[config.mk]
export PLATFORM = sky130hd
export DESIGN_NAME = tile_renderer
export DESIGN_NICKNAME = d
export VERILOG_FILES = /design/src/rtl/bomberman_pkg.sv /design/src/rtl/tile_ram.sv /design/src/rtl/tile_renderer.sv
export SDC_FILE = /design/constraint.sdc
export NUM_CORES = 1
export LEC_CHECK = 0
export BUFFER_PORTS_ARGS = -buffer_cell sky130_fd_sc_hd__buf_4
export CELL_PAD_IN_SITES_DETAIL_PLACEMENT = 0
export CELL_PAD_IN_SITES_GLOBAL_PLACEMENT = 2
export CORE_ASPECT_RATIO = 1.25
export CORE_UTILIZATION = 42
export CTS_CLUSTER_DIAMETER = 80
export DETAILED_ROUTE_END_ITERATION = 16
export PLACE_DENSITY = 0.76
export SYNTH_ARGS = -nofsm -noshare
export SYNTH_HDL_FRONTEND = slang
export SYNTH_SLANG_ARGS = --single-unit
[constraint.sdc]
create_clock -name clk -period 6.3 [get_ports clk]
set_clock_uncertainty 0.1 [all_clocks]
set_input_delay 0.315 -clock clk [delete_from_list [all_inputs] [get_ports clk]]
set_output_delay 0.315 -clock clk [all_outputs]
set_load 0.005 [all_outputs]
[src/rtl/bomberman_pkg.sv]
// Shared types and constants for the Bomberman tile renderer.
package bomberman_pkg;

  typedef enum logic [1:0] {
    EMPTY = 2'd0,
    WALL  = 2'd1,
    BRICK = 2'd2,
    BOMB  = 2'd3
  } tile_t;

  typedef enum logic {
    ST_CLEAR = 1'b0,
    ST_RUN   = 1'b1
  } state_t;

  localparam int unsigned GRID_W     = 20;
  localparam int unsigned GRID_H     = 15;
  localparam int unsigned TILE_SHIFT = 5;
  localparam int unsigned MAP_DEPTH  = 300;
  localparam int unsigned ADDR_W     = 9;
  localparam int unsigned COORD_W    = 10;
  localparam int unsigned CHAN_W     = 10;
  localparam int unsigned FRAME_W    = 5;
  localparam int unsigned SCREEN_W   = 640;
  localparam int unsigned SCREEN_H   = 480;

  typedef struct packed {
    logic [CHAN_W-1:0] r;
    logic [CHAN_W-1:0] g;
    logic [CHAN_W-1:0] b;
  } rgb_t;

  localparam rgb_t COL_EMPTY     = '{r: 10'h000, g: 10'h200, b: 10'h000};
  localparam rgb_t COL_WALL      = '{r: 10'h1FF, g: 10'h1FF, b: 10'h1FF};
  localparam rgb_t COL_WALL_EDGE = '{r: 10'h0FF, g: 10'h0FF, b: 10'h0FF};
  localparam rgb_t COL_BRICK     = '{r: 10'h2C0, g: 10'h100, b: 10'h000};
  localparam rgb_t COL_BOMB      = '{r: 10'h3FF, g: 10'h000, b: 10'h000};
  localparam rgb_t COL_GRID      = '{r: 10'h080, g: 10'h080, b: 10'h080};
  localparam rgb_t COL_BLACK     = '{r: 10'h000, g: 10'h000, b: 10'h000};

  // Map address row*20+col built from shifts so no multiplier is needed.
  function automatic logic [ADDR_W-1:0] tile_addr(input logic [3:0] row, input logic [4:0] col);
    return ADDR_W'({row, 4'b0000}) + ADDR_W'({row, 2'b00}) + ADDR_W'(col);
  endfunction

endpackage

[src/rtl/tile_ram.sv]
// 300x2 simple dual-port tile map; a colliding read returns the old entry.
module tile_ram
  import bomberman_pkg::*;
(
  input  logic              clk,
  input  logic              we,
  input  logic [ADDR_W-1:0] waddr,
  input  tile_t             wdata,
  input  logic [ADDR_W-1:0] raddr,
  output tile_t             rdata
);

  tile_t mem [MAP_DEPTH];

  // Write port and registered read port share one clock edge.
  always_ff @(posedge clk) begin
    if (we) mem[waddr] <= wdata;
    rdata <= mem[raddr];
  end

endmodule

[src/rtl/tile_renderer.sv]
// Pixel colour stage: 3-cycle pipeline from synchro coordinates to the VGA DAC.
// Optional feature: define TILE_GRID_EN to overlay a grey tile grid in RUN.
module tile_renderer
  import bomberman_pkg::*;
#(
  parameter int unsigned LATENCY = 3
) (
  input  logic               clk,
  input  logic               reset,
  input  logic [COORD_W-1:0] pix_x,
  input  logic [COORD_W-1:0] pix_y,
  input  logic               hs_in,
  input  logic               vs_in,
  input  logic               blank_in,
  input  logic               tile_we,
  input  logic [4:0]         tile_col,
  input  logic [3:0]         tile_row,
  input  logic [1:0]         tile_data,
  output logic [CHAN_W-1:0]  vga_r,
  output logic [CHAN_W-1:0]  vga_g,
  output logic [CHAN_W-1:0]  vga_b,
  output logic               vga_hs,
  output logic               vga_vs,
  output logic               vga_blank,
  output logic               init_done
);

  state_t            state, state_nx;
  logic [ADDR_W-1:0] clr_addr;
  logic [4:0]        clr_col;
  logic [3:0]        clr_row;
  logic              clr_wall;

  logic              ram_we;
  logic [ADDR_W-1:0] ram_waddr;
  tile_t             ram_wdata;
  tile_t             ram_rdata;

  logic              onscreen;
  logic [ADDR_W-1:0] s1_addr;
  logic [4:0]        s1_x5, s1_y5, s2_x5, s2_y5;
  logic              s1_vis, s2_vis, s1_run, s2_run;
  logic [LATENCY-1:0] hs_sr, vs_sr, blank_sr;
  logic [FRAME_W-1:0] frame_cnt;
  rgb_t              pix_rgb;

  assign clr_wall = (clr_row == 4'd0) || (clr_row == 4'(GRID_H - 1)) ||
                    (clr_col == 5'd0) || (clr_col == 5'(GRID_W - 1)) ||
                    (!clr_row[0] && !clr_col[0]);

  // FSM state register.
  always_ff @(posedge clk or posedge reset) begin
    if (reset) state <= ST_CLEAR;
    else       state <= state_nx;
  end

  // Next state and RAM write-port steering (clear sweep vs game writes).
  always_comb begin
    state_nx  = state;
    ram_we    = 1'b0;
    ram_waddr = '0;
    ram_wdata = EMPTY;
    case (state)
      ST_CLEAR: begin
        ram_we    = 1'b1;
        ram_waddr = clr_addr;
        ram_wdata = clr_wall ? WALL : EMPTY;
        if (clr_addr == ADDR_W'(MAP_DEPTH - 1)) state_nx = ST_RUN;
      end
      ST_RUN: begin
        ram_we    = tile_we && (tile_col < 5'(GRID_W)) && (tile_row < 4'(GRID_H));
        ram_waddr = tile_addr(tile_row, tile_col);
        ram_wdata = tile_t'(tile_data);
      end
      default: state_nx = ST_CLEAR;
    endcase
  end

  // Clear sweep counters walk the map in address order.
  always_ff @(posedge clk or posedge reset) begin
    if (reset) begin
      clr_addr <= '0;
      clr_col  <= '0;
      clr_row  <= '0;
    end else if (state == ST_CLEAR) begin
      clr_addr <= clr_addr + ADDR_W'(1);
      if (clr_col == 5'(GRID_W - 1)) begin
        clr_col <= '0;
        clr_row <= clr_row + 4'd1;
      end else begin
        clr_col <= clr_col + 5'd1;
      end
    end
  end

  // init_done follows RUN by one cycle.
  always_ff @(posedge clk or posedge reset) begin
    if (reset) init_done <= 1'b0;
    else       init_done <= (state == ST_RUN);
  end

  tile_ram u_tile_ram (
    .clk   (clk),
    .we    (ram_we),
    .waddr (ram_waddr),
    .wdata (ram_wdata),
    .raddr (s1_addr),
    .rdata (ram_rdata)
  );

  assign onscreen = (pix_x < COORD_W'(SCREEN_W)) && (pix_y < COORD_W'(SCREEN_H));

  // Stage 1: tile address (clamped off-screen) and intra-tile offsets.
  always_ff @(posedge clk or posedge reset) begin
    if (reset) begin
      s1_addr <= '0;
      s1_x5   <= '0;
      s1_y5   <= '0;
      s1_vis  <= 1'b0;
      s1_run  <= 1'b0;
    end else begin
      s1_addr <= onscreen ? tile_addr(pix_y[8:TILE_SHIFT], pix_x[9:TILE_SHIFT]) : '0;
      s1_x5   <= pix_x[TILE_SHIFT-1:0];
      s1_y5   <= pix_y[TILE_SHIFT-1:0];
      s1_vis  <= onscreen;
      s1_run  <= (state == ST_RUN);
    end
  end

  // Stage 2: offsets travel alongside the RAM read.
  always_ff @(posedge clk or posedge reset) begin
    if (reset) begin
      s2_x5  <= '0;
      s2_y5  <= '0;
      s2_vis <= 1'b0;
      s2_run <= 1'b0;
    end else begin
      s2_x5  <= s1_x5;
      s2_y5  <= s1_y5;
      s2_vis <= s1_vis;
      s2_run <= s1_run;
    end
  end

  // Sync/blank delay lines matching the colour pipeline.
  always_ff @(posedge clk or posedge reset) begin
    if (reset) begin
      hs_sr    <= '1;
      vs_sr    <= '1;
      blank_sr <= '0;
    end else begin
      hs_sr    <= {hs_sr[LATENCY-2:0], hs_in};
      vs_sr    <= {vs_sr[LATENCY-2:0], vs_in};
      blank_sr <= {blank_sr[LATENCY-2:0], blank_in};
    end
  end

  assign vga_hs    = hs_sr[LATENCY-1];
  assign vga_vs    = vs_sr[LATENCY-1];
  assign vga_blank = blank_sr[LATENCY-1];

  // Frame counter advances on each vs_in falling edge; bit 4 blinks bombs.
  always_ff @(posedge clk or posedge reset) begin
    if (reset)                  frame_cnt <= '0;
    else if (vs_sr[0] && !vs_in) frame_cnt <= frame_cnt + FRAME_W'(1);
  end

  // Stage 3 colour lookup, then blanking/clear/off-screen forcing to black.
  always_comb begin
    pix_rgb = COL_BLACK;
    case (ram_rdata)
      EMPTY: pix_rgb = COL_EMPTY;
      WALL:  pix_rgb = (s2_x5 == '0 || s2_x5 == '1 || s2_y5 == '0 || s2_y5 == '1)
                       ? COL_WALL_EDGE : COL_WALL;
      BRICK: pix_rgb = COL_BRICK;
      BOMB:  pix_rgb = frame_cnt[FRAME_W-1] ? COL_BOMB : COL_BLACK;
      default: pix_rgb = COL_BLACK;
    endcase
`ifdef TILE_GRID_EN
    if (s2_x5 == '0 || s2_y5 == '0) pix_rgb = COL_GRID;
`endif
    if (!blank_sr[LATENCY-2] || !s2_vis || !s2_run) pix_rgb = COL_BLACK;
  end

  // Output colour registers.
  always_ff @(posedge clk or posedge reset) begin
    if (reset) begin
      vga_r <= '0;
      vga_g <= '0;
      vga_b <= '0;
    end else begin
      vga_r <= pix_rgb.r;
      vga_g <= pix_rgb.g;
      vga_b <= pix_rgb.b;
    end
  end

endmodule

Word level (Yosys, flattened, before mapping)
Memories as Yosys holds them, arrays and structs flattened. A register that Yosys moved wholly into a read port is not among the register bits.
Cells that the tools add are included.
Widths: inputs -> output; s select.
- add/sub/neg operators: 8
- multiply operators: 0
- div/mod/pow operators: 0
- magnitude comparators: 4
- equality and inequality tests: 8
- shifts and indexed selects: 0
- muxes and demuxes: 14
- bitwise logic cells: 1
- reduce and logical (&&, ||, !) cells: 26
- operators by type and width (cell ; count):
    $pmux 30 s4 ; 1
    $mux 30 ; 2
    $mux 29 ; 1
    $add 8x6->9 ; 2
    $add 9x5->9 ; 2
    $pmux 9 s2 ; 1
    $eq 5x5->1 const B ; 3
    $logic_not 5->1 ; 3
    $add 5x1->5 const B ; 2
    $lt 10x10->1 const B ; 1
    $lt 10x9->1 const B ; 1
    $add 9x1->9 const B ; 1
    $eq 9x9->1 const B ; 1
    $logic_or 1x1->1 ; 9
    $mux 9 ; 1
    $logic_not 1->1 ; 6
    $logic_and 1x1->1 ; 5
    $lt 5x5->1 const B ; 1
    $mux 1 ; 5
    $mux 5 ; 1
    $add 4x1->4 const B ; 1
    $eq 2x2->1 const B ; 2
    $eq 4x4->1 const B ; 1
    $logic_not 4->1 ; 1
    other kinds (7) ; 7
- register bits after elaboration: 96
- bits in latches: 0
- RAM bits: 600
- bits in read-only memories: 0
- bits of input ports: 37
- output and inout bits: 34
- logic and storage cells: 82
- memories kept: 1
- memory list (name ; depth ; bits a word ; read ports ; clocked after Yosys merged registers in ; write ports ; line ; RTL):
    u_tile_ram.mem ; 300 ; 2 ; 1 ; 1 ; 1 ; tile_ram.sv:13 ; tile_t mem [MAP_DEPTH];

Logic depth before layout (Yosys ltp)
Gate-level depths: netlist of the first run.
- word-level depth: 7
- depth in mapped cells: 12
- mapped depth without buffers: 10

Hierarchy
Synthesis of the first run repeated with hierarchy kept, for this count alone.
- cells, all modules: 1688
- area total of the unflattened synthesis: 28134.5 um2
- by module, submodules not included (module ; instances ; cells each ; area each (um2) ; seq. area each (um2)):
    tile_ram ; 1 ; 1415 ; 24773.8 ; 18057.3
    tile_renderer ; 1 ; 273 ; 3360.7 ; 1859.3

Worst setup path after synthesis of the first run
No wires, ideal clock.
- path kind: register to register
- start: register state
- end: memory u_tile_ram.mem[0][1] (netlist bit), data pin
- setup time: 0.981 ns
- arrival: 4.931 ns
- data required time: 5.219 ns
- setup slack: 0.288 ns
- cell stages (with the launch flop): 5
- period minus slack after synthesis: 6.012 ns
- path through: dfrtp_1 buf_2 clkbuf_1 buf_1 and2_1
- cells in the longest elaborated chain, start to end: 2
- RTL lines (element ; line ; RTL):
    start, declared ; tile_renderer.sv:28 ; state_t state, state_nx;
    start signal, assigned ; tile_renderer.sv:54 ; else state <= state_nx;
    $not 1->1 (no source line) ; n/a ;
    $pmux 2 s2 * ; tile_renderer.sv:63 ; case (state)
    via ram_wdata[1] ; tile_renderer.sv:36 ; tile_t ram_wdata;
    end, declared ; tile_ram.sv:13 ;
Mark *: on every way through the listed nets, which the timed path passes. The rest lies on a longest branch.

==> metrics.yaml, run 1 <==
synthesis:
  ys_seq_area_frac: 0.7084
  syn_area_per_cell_um2: 16.21
  yosysWarnings: 0
  synth_top_area_share: 0.6408
  synthTopCellsByArea: "edfxtp_1 64%, mux4_2 8.0%, dfrtp_1 6.1%, nor2_1 4.4%, mux2i_1 2.8%"
  ys.flop_type: "edfxtp_1"
  yosysTopAreaCell: "edfxtp_1"
  netlist_area_um2: 28120
  synth.net_count: 1797
  synth-edff-count: 600
  ys_seq_elements: 676
  netlist_instances: 1735
  synthArstFlopShare: 0.1095
  synth.distinct_cells: 67
timing:
  drv_slew: 0
  rsz0062_at_grt: "no"
  slew_headroom: 0.2106
  clock.fmax_ghz: 0.2546
  final_hold_viol_count: 0
  period_share: 0.6235
  fin_crit_ns: 3.928
  setup_viol: 0
  tightest_slew_ns: 1.184
  fin_tns_setup_ns: 0
drt:
  drt_iter0_drc: 1593
  drt_wl_total_um: 69120
  vias: 15260
  vias_per_cell: 5.617
  wl_per_cell_um: 25.44
  first_pass_iters: 11
  antenna_left: 0
  drc_errors: 8
global_routing:
  grt_max_degree: 184
  grt_pass1_vias: 16000
  use_met3: 0.03096
  grt_pass1_wl_um: 102000
  gr-usage-all-layers: 0.2072
  antenna_found_initial: 2
  top_usage_layer: "met2"
  use_met1: 0.2622
  grt_use_met2: 0.3598
  grt_overflow: 0
critical_path:
  start_kind: "register"
  cp_max_fo: 40
  cp.required_ns: 6.66
  crit_arrival_ns: 4.29
  r2r_end: "u_tile_ram.rdata[0]$_DFF_P_"
  end_kind: "register"
  rr_worst_depth: 8
  critPathKind: "reg2reg"
  regToRegStartpoint: "s1_addr[0]$_DFF_PP0_"
  r2r_slack_ns: 2.37
finish:
  final_cell_mix: "600 x edfxtp_1, 329 x nor2_1, 100 x mux4_2"
  fin_nets: 1864
  drive_gt1_frac: 0.1791
  layout_commonest_cell: "edfxtp_1"
  syn_to_final_growth_pct: 13.26
clock_network:
  cts_buffers: 69
  numClockSinks: 676
  cts.root.buffer_cell: "clkbuf_16"
  clk-insertion-delay-late_ns: 0.61
  cts_buffer_depth: 3
  htree_num_levels: 3
  cts.reportedPaths.clkPinSlew_ns: 0.06
  cts_tree: "done"
pwr:
  p_leak_nw: 9.850
  ir_drop_v: 0.0001792
  p_total_mw: 9.485
  p_per_area_nw_per_um2: 297.9
die:
  dieArea_um2: 67990
  die_w_um: 233.4
  start_util: 0.4263
  rows: 105
  core_area_um2: 65950
  die_h_um: 291.3
  io_pins: 71
place:
  dp_hpwl_um: 41210
  place.gp.congestion: 0.8083
  numPortBuffers: 69
flow_run:
  drv_cap: 0
hold_path:
  hp-class: "in2async"
status:
  failed_checks: "design-rule violations"
  outcome: "finished with violations"
state kept, by name, summed over array words and instances (netlist names), 2 cells and up:
signal and cells:
blank_sr 3, clr_addr 9, clr_col 5, clr_row 4, frame_cnt 5, hs_sr 3, s1_addr 9, s1_x5 5
s1_y5 5, s2_x5 5, s2_y5 5, u_tile_ram.mem 600, u_tile_ram.rdata 2, vga_g 3, vga_r 4, vs_sr 3
worst max-delay path, cell delays in order (launching register included):
cell and delay, ns:
dfrtp_4 0.78, buf_4 0.71, mux4_1 0.66, a22oi_1 0.22, a21oi_1 0.10, nor2_1 0.16
nor3_1 0.06, or4_1 0.54, o31a_1 0.37
per-stage QoR:
step	std cells	worst slack (ns)	hold slack, ns	util	instance area (µm²)
global route	2715	2.183	0.04178	0.4828	31840
CTS	2715	2.271	0.002945	0.4828	31840
floorplan	1735	0.2879	0.2195	-	28120
finish	2717	2.372	0.03560	0.4828	31840
global placement	2566	2.053	0.09232	0.4441	29290
detailed placement	2566	1.975	0.09903	0.4441	29290
Yosys cell counts, types with 6 or more instances:
cell type    n
nand2_1     72
dfrtp_1     68
ha_1        21
a211oi_1     6
o21ai_0     28
inv_1       19
mux4_1      20
buf_2       29
a21oi_1     23
xnor2_1     16
and2_1       9
xor2_1       6
mux4_2     100
a22oi_1     23
edfxtp_1   600
a221oi_1    15
nor3_1       9
buf_4       32
buf_6        9
nor2b_1     13
mux2i_1     78
nand2b_1     9
clkbuf_1    45
mux2_2       7
nor2_1     329
o21ai_1      7
o22ai_1      7
dfstp_2      6
nand4_1     20
nand3_1     30
per-layer routing:
layer	up-vias	wire length [µm]
met5	-	0
met2	448	36020
met1	7925	27370
met3	112	3813
li1	6776	-
met4	0	1920
logic make-up after synthesis:
kind of cell / Yosys count / share of synthesized area
AOI/OAI and AO/OA: 150 / 0.03663
other: 1 / 0.0001334
DFF: 676 / 0.7084
xor gates and xnor gates: 22 / 0.006853
adders and majority gates: 25 / 0.01219
and+or+nand+nor: 512 / 0.07734
buffers and inverters: 144 / 0.02910
muxes: 205 / 0.1294
layout make-up:
| type | instances | area (µm²) |
|---|---|---|
| diodes | 2 | 5.005 |
| clock buffers | 93 | 1941 |
| clock inverters | 35 | 395.4 |
| fillers | 5586 | 34110 |
| inverters | 20 | 76.32 |
| multi-input cells | 915 | 7425 |
| flip-flops and latches | 676 | 19930 |
| well taps | 856 | 1071 |
| repair buffers | 120 | 1003 |
how the worst max path moves through the flow:
stage | start | to | slack (ns) | cells after the start
finish | s1_addr[0]$_DFF_PP0_ | u_tile_ram.rdata[0]$_DFF_P_ | 2.37 | 8
CTS | s1_addr[0]$_DFF_PP0_ | u_tile_ram.rdata[0]$_DFF_P_ | 2.27 | 8
floorplan | state$_DFF_PP0_ | u_tile_ram.mem[0][1]$_DFFE_PP_ | 0.29 | 4
detailed placement | tile_col[3] | u_tile_ram.mem[48][0]$_DFFE_PP_ | 1.98 | 11
global placement | tile_col[3] | u_tile_ram.mem[40][1]$_DFFE_PP_ | 2.05 | 11
global route | s1_addr[0]$_DFF_PP0_ | u_tile_ram.rdata[0]$_DFF_P_ | 2.18 | 8
power breakdown:
part           internal (mW)  leakage [nW]  total [mW]  switching [mW]
Clock                   2.50          1.14        4.22            1.71
Combinational          0.152          2.54       0.363           0.211
Sequential              4.85          6.17        4.91          0.0597
Total                   7.50          9.85        9.49            1.98
what timing repair did:
action                                 4_1_cts  5_1_grt
buffers inserted                             0        0
hold buffers                                21        0
gates resized for setup                      0        0
endpoints found under the hold margin       50        0
(Power assumes the default switching activity.)
==> inputs of run 2 (changes only) <==
--- a/config.mk
+++ b/config.mk
@@ -5,6 +5,7 @@
 export SDC_FILE = /design/constraint.sdc
 export NUM_CORES = 1
 export LEC_CHECK = 0
+export ABC_AREA = 1
 export BUFFER_PORTS_ARGS = -buffer_cell sky130_fd_sc_hd__buf_4
 export CELL_PAD_IN_SITES_DETAIL_PLACEMENT = 0
 export CELL_PAD_IN_SITES_GLOBAL_PLACEMENT = 2
@@ -12,7 +13,7 @@
 export CORE_UTILIZATION = 42
 export CTS_CLUSTER_DIAMETER = 80
 export DETAILED_ROUTE_END_ITERATION = 16
-export PLACE_DENSITY = 0.76
+export PLACE_DENSITY = 0.8
 export SYNTH_ARGS = -nofsm -noshare
 export SYNTH_HDL_FRONTEND = slang
 export SYNTH_SLANG_ARGS = --single-unit
==> constraint.sdc (replaced) <==
create_clock -name clk -period 3.7 [get_ports clk]
set_clock_uncertainty 0.1 [all_clocks]
set_input_delay 0.185 -clock clk [delete_from_list [all_inputs] [get_ports clk]]
set_output_delay 0.185 -clock clk [all_outputs]
set_load 0.005 [all_outputs]
==> metrics.yaml, run 2 <==
timing:
  period_share: 0.8666  # +0.2431
  fin_crit_ns: 3.206  # -0.7219 ns
  final_hold_viol_count: 0  # unchanged
  rsz0062_at_grt: "no"
  fin_ws_ns: 0.4936  # -1.878 ns
  setup_viol: 0  # unchanged
  slew_headroom: 0.2760  # +0.06535
  clock.fmax_ghz: 0.3119  # +23%
  tightest_slew_ns: 1.086  # -0.09803 ns
  drv_slew: 0  # unchanged
pwr:
  p_leak_nw: 11.72  # +19%
  p_per_area_nw_per_um2: 502.0  # +69%
  p_total_mw: 16.60  # +75%
  ir_drop_v: 0.0004685  # +160%
critical_path:
  crit_slowest_cell: "nand2_2"
  critPathKind: "reg2reg"
  r2r_slack_ns: 0.49  # -1.88 ns
  startpoint: "state$_DFF_PP0_"
  cp_cell_sequence: "nor2_1 > a21oi_1 > nor3_1 > nand2_2 > nor2_1"
  regToRegStartpoint: "state$_DFF_PP0_"
  cp.required_ns: 3.87  # -2.79 ns
  cpPeakStageDelay_ns: 0.71  # -0.07 ns
  rr_worst_depth: 5  # -3
  crit_arrival_ns: 3.38  # -0.91 ns
  cp_max_fo: 18  # -55%
  r2r_end: "u_tile_ram.mem[143][1]$_DFFE_PP_"
  end_kind: "register"
  cp_common_cell: "nor2_1"
  start_kind: "register"
finish:
  syn_to_final_growth_pct: 15.10
  regMostFlops: "u_tile_ram.mem"
  design_area_um2: 33070  # +3.8%
  fin_nets: 2751  # +48%
  largest_reg_flops: 600  # unchanged
  fin_cells: 3600  # +32%
  final_cell_mix: "600 x edfxtp_1, 580 x nand2_1, 513 x nand3_1"
  reg.largest.list: "u_tile_ram.mem (600), clr_addr (9), s1_addr (9)"
  n_fill_cell: 5973  # +6.9%
  layout_commonest_cell: "edfxtp_1"
  post-route-util: 0.4918  # +0.008926
  drive_gt1_frac: 0.1140  # -0.06509
  diodes: 0  # -2
clock_network:
  cts_resized: 0  # unchanged
  cts.reportedPaths.clkPinSlew_ns: 0.06  # about the same
  htree_num_levels: 3  # unchanged
  cts_tree: "done"
  cts.root.buffer_cell: "clkbuf_16"
  cts_buffers: 68  # -1.4%
  clk-insertion-delay-late_ns: 0.60  # about the same
  numClockSinks: 676  # unchanged
  cts_buffer_depth: 3  # unchanged
drt:
  drc_errors: 0  # -8
  vias_per_cell: 5.434  # -3.3%
  wl_per_cell_um: 20.86  # -18%
  antenna_left: 0  # unchanged
  vias: 19560  # +28%
  drt_iter0_drc: 1231  # -23%
  first_pass_iters: 5  # -6
  drt_wl_total_um: 75080  # +8.6%
place:
  dp_cells: 3455  # +35%
  place_area_um2: 30390  # +3.8%
  numPortBuffers: 69  # unchanged
  place.gp.congestion: 0.7567  # -6.4%
  place_ws_ns: 0.08468  # -1.891 ns
  dp_hpwl_um: 43030  # +4.4%
die:
  io_pins: 71  # unchanged
  start_util: 0.4272  # +0.0009126
  die_h_um: 294.4  # +1.1%
  rows: 106  # +0.95%
  core_area_um2: 67240  # +2.0%
  die_w_um: 235.9  # +1.1%
  dieArea_um2: 69450  # +2.2%
synthesis:
  netlist_area_um2: 28730  # +2.2%
  yosysTopAreaCell: "edfxtp_1"
  synth_top_area_share: 0.6272  # -0.01365
  ys_seq_area_frac: 0.6933  # -0.01509
  ys.flop_type: "edfxtp_1"
  yosysWarnings: 0  # unchanged
  ys_seq_elements: 676  # unchanged
  synth-edff-count: 600  # unchanged
  synthTopCellsByArea: "edfxtp_1 63%, nand3_1 9.0%, nand2_1 7.6%, dfrtp_1 5.9%, nor2_1 5.2%"
  synth.net_count: 2686  # +49%
  synthArstFlopShare: 0.1095  # unchanged
  synthTopCellsByCount: "600 x edfxtp_1, 581 x nand2_1, 514 x nand3_1, 395 x nor2_1, 87 x clkbuf_1"
  synth.distinct_cells: 43  # -36%
  yosysMostFrequentCell: "edfxtp_1"
  netlist_instances: 2624  # +51%
  syn_area_per_cell_um2: 10.95  # -32%
global_routing:
  grt_overflow: 0  # unchanged
  grt_max_degree: 151  # -18%
  grt_pass1_vias: 19990  # +25%
  grt_pass1_wl_um: 114600  # +12%
  gr-usage-all-layers: 0.2203  # +0.01311
  antenna_found_initial: 0  # -2
hold_path:
  hp-start: "pix_y[7]"
  hold_end: "s1_addr[4]$_DFF_PP0_"
  hold_depth: 4
  hp-class: "in2reg"
status:
  outcome: "finished, final reports clean"
flow_run:
  drv_cap: 0  # unchanged
## run 2: cell count changes in the layout (fill, tap and decap cells not counted), moves of 18 or more
cell / previous run / this run
nand2_1: 66 / 580
nand3_1: 30 / 513
mux4_2: 100 / 0
mux2i_1: 78 / 0
nor2_1: 329 / 395
buf_4: 95 / 135
o21ai_0: 28 / 68
inv_1: 18 / 45
a22oi_1: 23 / 0
mux4_1: 20 / 0
nand2_2: 6 / 25
o22ai_1: 7 / 25
## run 2: critical path: cells and delay by family, from the launching register on
family             cells  cell delay [ns]
AOI/OAI and AO/OA      1             0.14
DFF                    1             0.56
and+or+nand+nor        4             2.06
## run 2: logic make-up after synthesis
family	synth area share
buffers and inverters	0.03724
muxes	0.0003920
AOI/OAI and AO/OA	0.02426
other	0.0001305
and+or+nand+nor	0.2285
adders and majority gates	0.01193
DFF	0.6933
xor gates and xnor gates	0.004268
## run 2: metal layers
layer  vias up  GRT usage  routed length [µm]
met3       105    0.02519                3655
met5         -          0                   0
met2       484     0.3946               38280
li1       9191          -                   -
met1      9783     0.2753               31250
met4         0    0.07588                1889
## run 2: power by group
group | switching [mW] | total (mW) | internal, mW | leakage, nW
Combinational | 0.630 | 0.945 | 0.314 | 4.78
Clock | 2.81 | 7.35 | 4.53 | 1.16
Sequential | 0.0540 | 8.31 | 8.25 | 5.78
Total | 3.50 | 16.6 | 13.1 | 11.7
## run 2: metrics by stage
| step | hold slack [ns] | setup TNS (ns) |
|---|---|---|
| global route | 0.05209 | 0 |
| floorplan | 0.08948 | -289.63 |
| finish | 0.02934 | 0 |
| detailed placement | 0.1678 | 0 |
| CTS | 0.006007 | 0 |
| global placement | 0.1570 | 0 |
## run 2: how the worst max path moves through the flow
stage / end / depth (start not counted) / slack, ns
after floorplan: u_tile_ram.mem[0][0]$_DFFE_PP_ / 5 / -0.97
after global placement: u_tile_ram.mem[175][0]$_DFFE_PP_ / 12 / 0.15
after detailed placement: u_tile_ram.mem[168][1]$_DFFE_PP_ / 12 / 0.08
after CTS: u_tile_ram.mem[251][1]$_DFFE_PP_ / 7 / 0.41
after global routing: u_tile_ram.mem[91][0]$_DFFE_PP_ / 7 / 0.16
final: u_tile_ram.mem[143][1]$_DFFE_PP_ / 5 / 0.49
## run 2: layout make-up
| cell class | instances | area (µm²) | area share |
|---|---|---|---|
| clock buffers | 86 | 1938 | 0.05861 |
| clock inverters | 31 | 457.9 | 0.01385 |
| well taps | 864 | 1081 | 0.03269 |
| inverters | 54 | 217.7 | 0.006584 |
| multi-input cells | 1707 | 7772 | 0.2351 |
| flip-flops and latches | 676 | 19930 | 0.6026 |
| repair buffers | 182 | 1674 | 0.05063 |
## run 2: what timing repair did
action,4_1_cts,5_1_grt
hold endpoints to repair,58,0
hold buffers,28,0
endpoints found under the setup margin,0,0
buffers inserted,0,0
==> inputs of run 3 (changes only) <==
==> constraint.sdc (replaced) <==
create_clock -name clk -period 3.7 [get_ports clk]
set_clock_uncertainty 0.1 [all_clocks]
set_input_delay 0.74 -clock clk [delete_from_list [all_inputs] [get_ports clk]]
set_output_delay 0.74 -clock clk [all_outputs]
set_load 0.005 [all_outputs]
==> metrics.yaml, run 3 (synthesis gave the netlist of run 2 again) <==
finish:
  fin_cells: 3580  # -0.56%
  multi_input_area_um2: 7785  # +0.16%
  diodes: 0  # unchanged
  fin_nets: 2729  # -0.80%
  largest_reg_flops: 600  # unchanged
  n_fill_cell: 5977  # +0.067%
  layout_commonest_cell: "edfxtp_1"
  drive_gt1_frac: 0.1130  # -0.001001
  syn_to_final_growth_pct: 13.99
  reg.largest.list: "u_tile_ram.mem (600), clr_addr (9), s1_addr (9)"
  final_cell_mix: "600 x edfxtp_1, 580 x nand2_1, 513 x nand3_1"
  regMostFlops: "u_tile_ram.mem"
  seqCellArea_um2: 19930  # about the same
drt:
  drt_wl_total_um: 76170  # +1.5%
  antenna_left: 0  # unchanged
  vias: 19500  # -0.32%
  dr.max_layer_used: "met4"
  drt_iter0_drc: 1515  # +23%
  met1_length_um: 31170  # -0.27%
  drc_errors: 0  # unchanged
  dr_wl_met2_um: 38880  # +1.6%
  wl_met3_um: 3875  # +6.0%
  vias_per_cell: 5.447  # +0.23%
  first_pass_iters: 5  # unchanged
  wl_per_cell_um: 21.28  # +2.0%
timing:
  fin_hold_ws_ns: 0.03608  # +0.006746 ns
  rsz0062_at_grt: "no"
  final_hold_viol_count: 0  # unchanged
  fin_crit_ns: 3.325  # +0.1191 ns
  drv_slew: 0  # unchanged
  tightest_slew_ns: 0.7923  # -0.2937 ns
  setup_viol: 0  # unchanged
  period_share: 0.8988  # +0.03218
  clock.fmax_ghz: 0.3007  # -3.6%
  slew_headroom: 0.4701  # +0.1941
clock_network:
  cts.reportedPaths.clkPinSlew_ns: 0.06  # about the same
  cts.root.buffer_cell: "clkbuf_16"
  cts_resized: 0  # unchanged
  clk-insertion-delay-late_ns: 0.60  # about the same
  numClockSinks: 676  # unchanged
  cts_tree: "done"
  postCtsSetupRepairBufs: 0  # unchanged
  cts_buffer_depth: 3  # unchanged
  holdBufCountCts: 0  # -100%
  htree_num_levels: 3  # unchanged
  cts_buffers: 69  # +1.5%
global_routing:
  grt_pass1_vias: 20080  # +0.45%
  grt_overflow: 0  # unchanged
  grt_pass1_wl_um: 116100  # +1.3%
  gr-usage-all-layers: 0.2237  # +0.003415
  grt_max_degree: 150  # -0.66%
  antenna_found_initial: 0  # unchanged
status:
  outcome: "finished, final reports clean"
critical_path:
  cp_cell_sequence: "buf_4 > ha_1 > ha_1 > fa_1 > a21oi_1 > o21bai_1 > a221oi_2 > nand2_1 > nor2_2 > buf_4 > nand2_2 > nor2_1"
  critPathKind: "in2reg"
  cp_max_fo: 16  # -2
  path_buf_inv: 2  # +2
  crit_arrival_ns: 3.51  # +0.13 ns
  rr_worst_depth: 14  # +9
  critPathCapture: "u_tile_ram.mem[1][0]$_DFFE_PP_"
  cp.required_ns: 3.88  # about the same
  cpPeakStageDelay_ns: 0.46  # -0.25 ns
  r2r_slack_ns: 0.86  # +0.37 ns
  r2r_end: "u_tile_ram.rdata[0]$_DFF_P_"
  cp_top_family: "adder cells"
  crit_slowest_cell: "fa_1"
  regToRegStartpoint: "s1_addr[0]$_DFF_PP0_"
  end_kind: "register"
  worst-path-stages: 12  # +7
  startpoint: "tile_col[3]"
  start_kind: "input port"
die:
  io_pins: 71  # unchanged
  start_util: 0.4272  # unchanged
  core_area_um2: 67240  # unchanged
  die_h_um: 294.4  # unchanged
  rows: 106  # unchanged
  dieArea_um2: 69450  # unchanged
  die_w_um: 235.9  # unchanged
hold_path:
  hp-class: "in2async"
place:
  numPortBuffers: 69  # unchanged
  place.gp.congestion: 0.7721  # +2.0%
  dp_hpwl_um: 43000  # about the same
  dp_cells: 3460  # +0.14%
pwr:
  p_leak_nw: 11.60  # -1.1%
  ir_drop_v: 0.0003780  # -19%
  p_per_area_nw_per_um2: 487.8  # -2.8%
flow_run:
  drv_cap: 0  # unchanged
[run 3: cell types whose count changed in the layout (fill, tap and decap cells not counted), moves of 3 or more]
cell,before,now
bufinv_16,12,4
clkbuf_16,75,72
buf_4,135,129
clkinvlp_4,5,2
buf_12,19,30
dlygate4sd3_1,28,0
clkbuf_1,9,17
clkinv_1,8,13
clkbuf_8,2,6
[run 3: area by class of cell]
cell class | instances | share of cell area
inverters | 54 | 0.006648
clock inverters | 25 | 0.006648
clock buffers | 95 | 0.05949
repair buffers | 159 | 0.04791
multi-input cells | 1707 | 0.2377
flip-flops and latches | 676 | 0.6086
well taps | 864 | 0.03301
[run 3: worst reg2reg max path, stage by stage, from the launching register on]
cell	delay, ns
dfrtp_4	0.63
inv_8	0.33
buf_12	0.37
nand2_1	0.14
nand3_1	0.08
nand3_1	0.08
nand3_1	0.12
nand3_1	0.19
nand3_1	0.19
nand2_1	0.08
nand2_1	0.06
nand3_1	0.07
nand2_1	0.16
nand2_1	0.07
nand2_1	0.10
[run 3: how the worst min path moves through the flow]
| stage | start | end | slack [ns] | depth (start not counted) |
|---|---|---|---|---|
| detailed placement | blank_sr[0]$_DFF_PP0_ | blank_sr[1]$_DFF_PP0_ | 0.23 | 0 |
| finish | reset | clr_addr[0]$_DFFE_PP0N_ | 0.04 | 2 |
| CTS | reset | clr_addr[5]$_DFFE_PP0N_ | 0.02 | 2 |
| floorplan | blank_sr[0]$_DFF_PP0_ | blank_sr[1]$_DFF_PP0_ | 0.23 | 0 |
| global route | reset | blank_sr[1]$_DFF_PP0_ | 0.05 | 2 |
| global placement | blank_sr[0]$_DFF_PP0_ | blank_sr[1]$_DFF_PP0_ | 0.23 | 0 |
[run 3: where the power goes]
group	switching [mW]	leakage, nW	internal (mW)	total (mW)
clock network	2.78	1.06	3.95	6.73
registers	0.0566	5.78	8.26	8.31
logic	0.635	4.76	0.301	0.936
[run 3: layer usage]
metal,global-route usage,vias up
met5,0,-
met4,0.08082,0
met3,0.02604,127
met2,0.4022,543
met1,0.2765,9683
li1,-,9147
[run 3: through the flow]
step             util  power [mW]  cell area, µm²  setup WS, ns  setup TNS [ns]
2_1_floorplan       -       9.041           28790       -0.9692         -290.77
5_1_grt        0.4870       16.51           32750        0.2220               0
6_report       0.4870       15.97           32750        0.3745               0
3_3_place_gp   0.4548       9.401           30580       -0.1876          -24.78
4_1_cts        0.4870       16.13           32750        0.4139               0
3_5_place_dp   0.4548       9.415           30580       -0.2038          -30.68
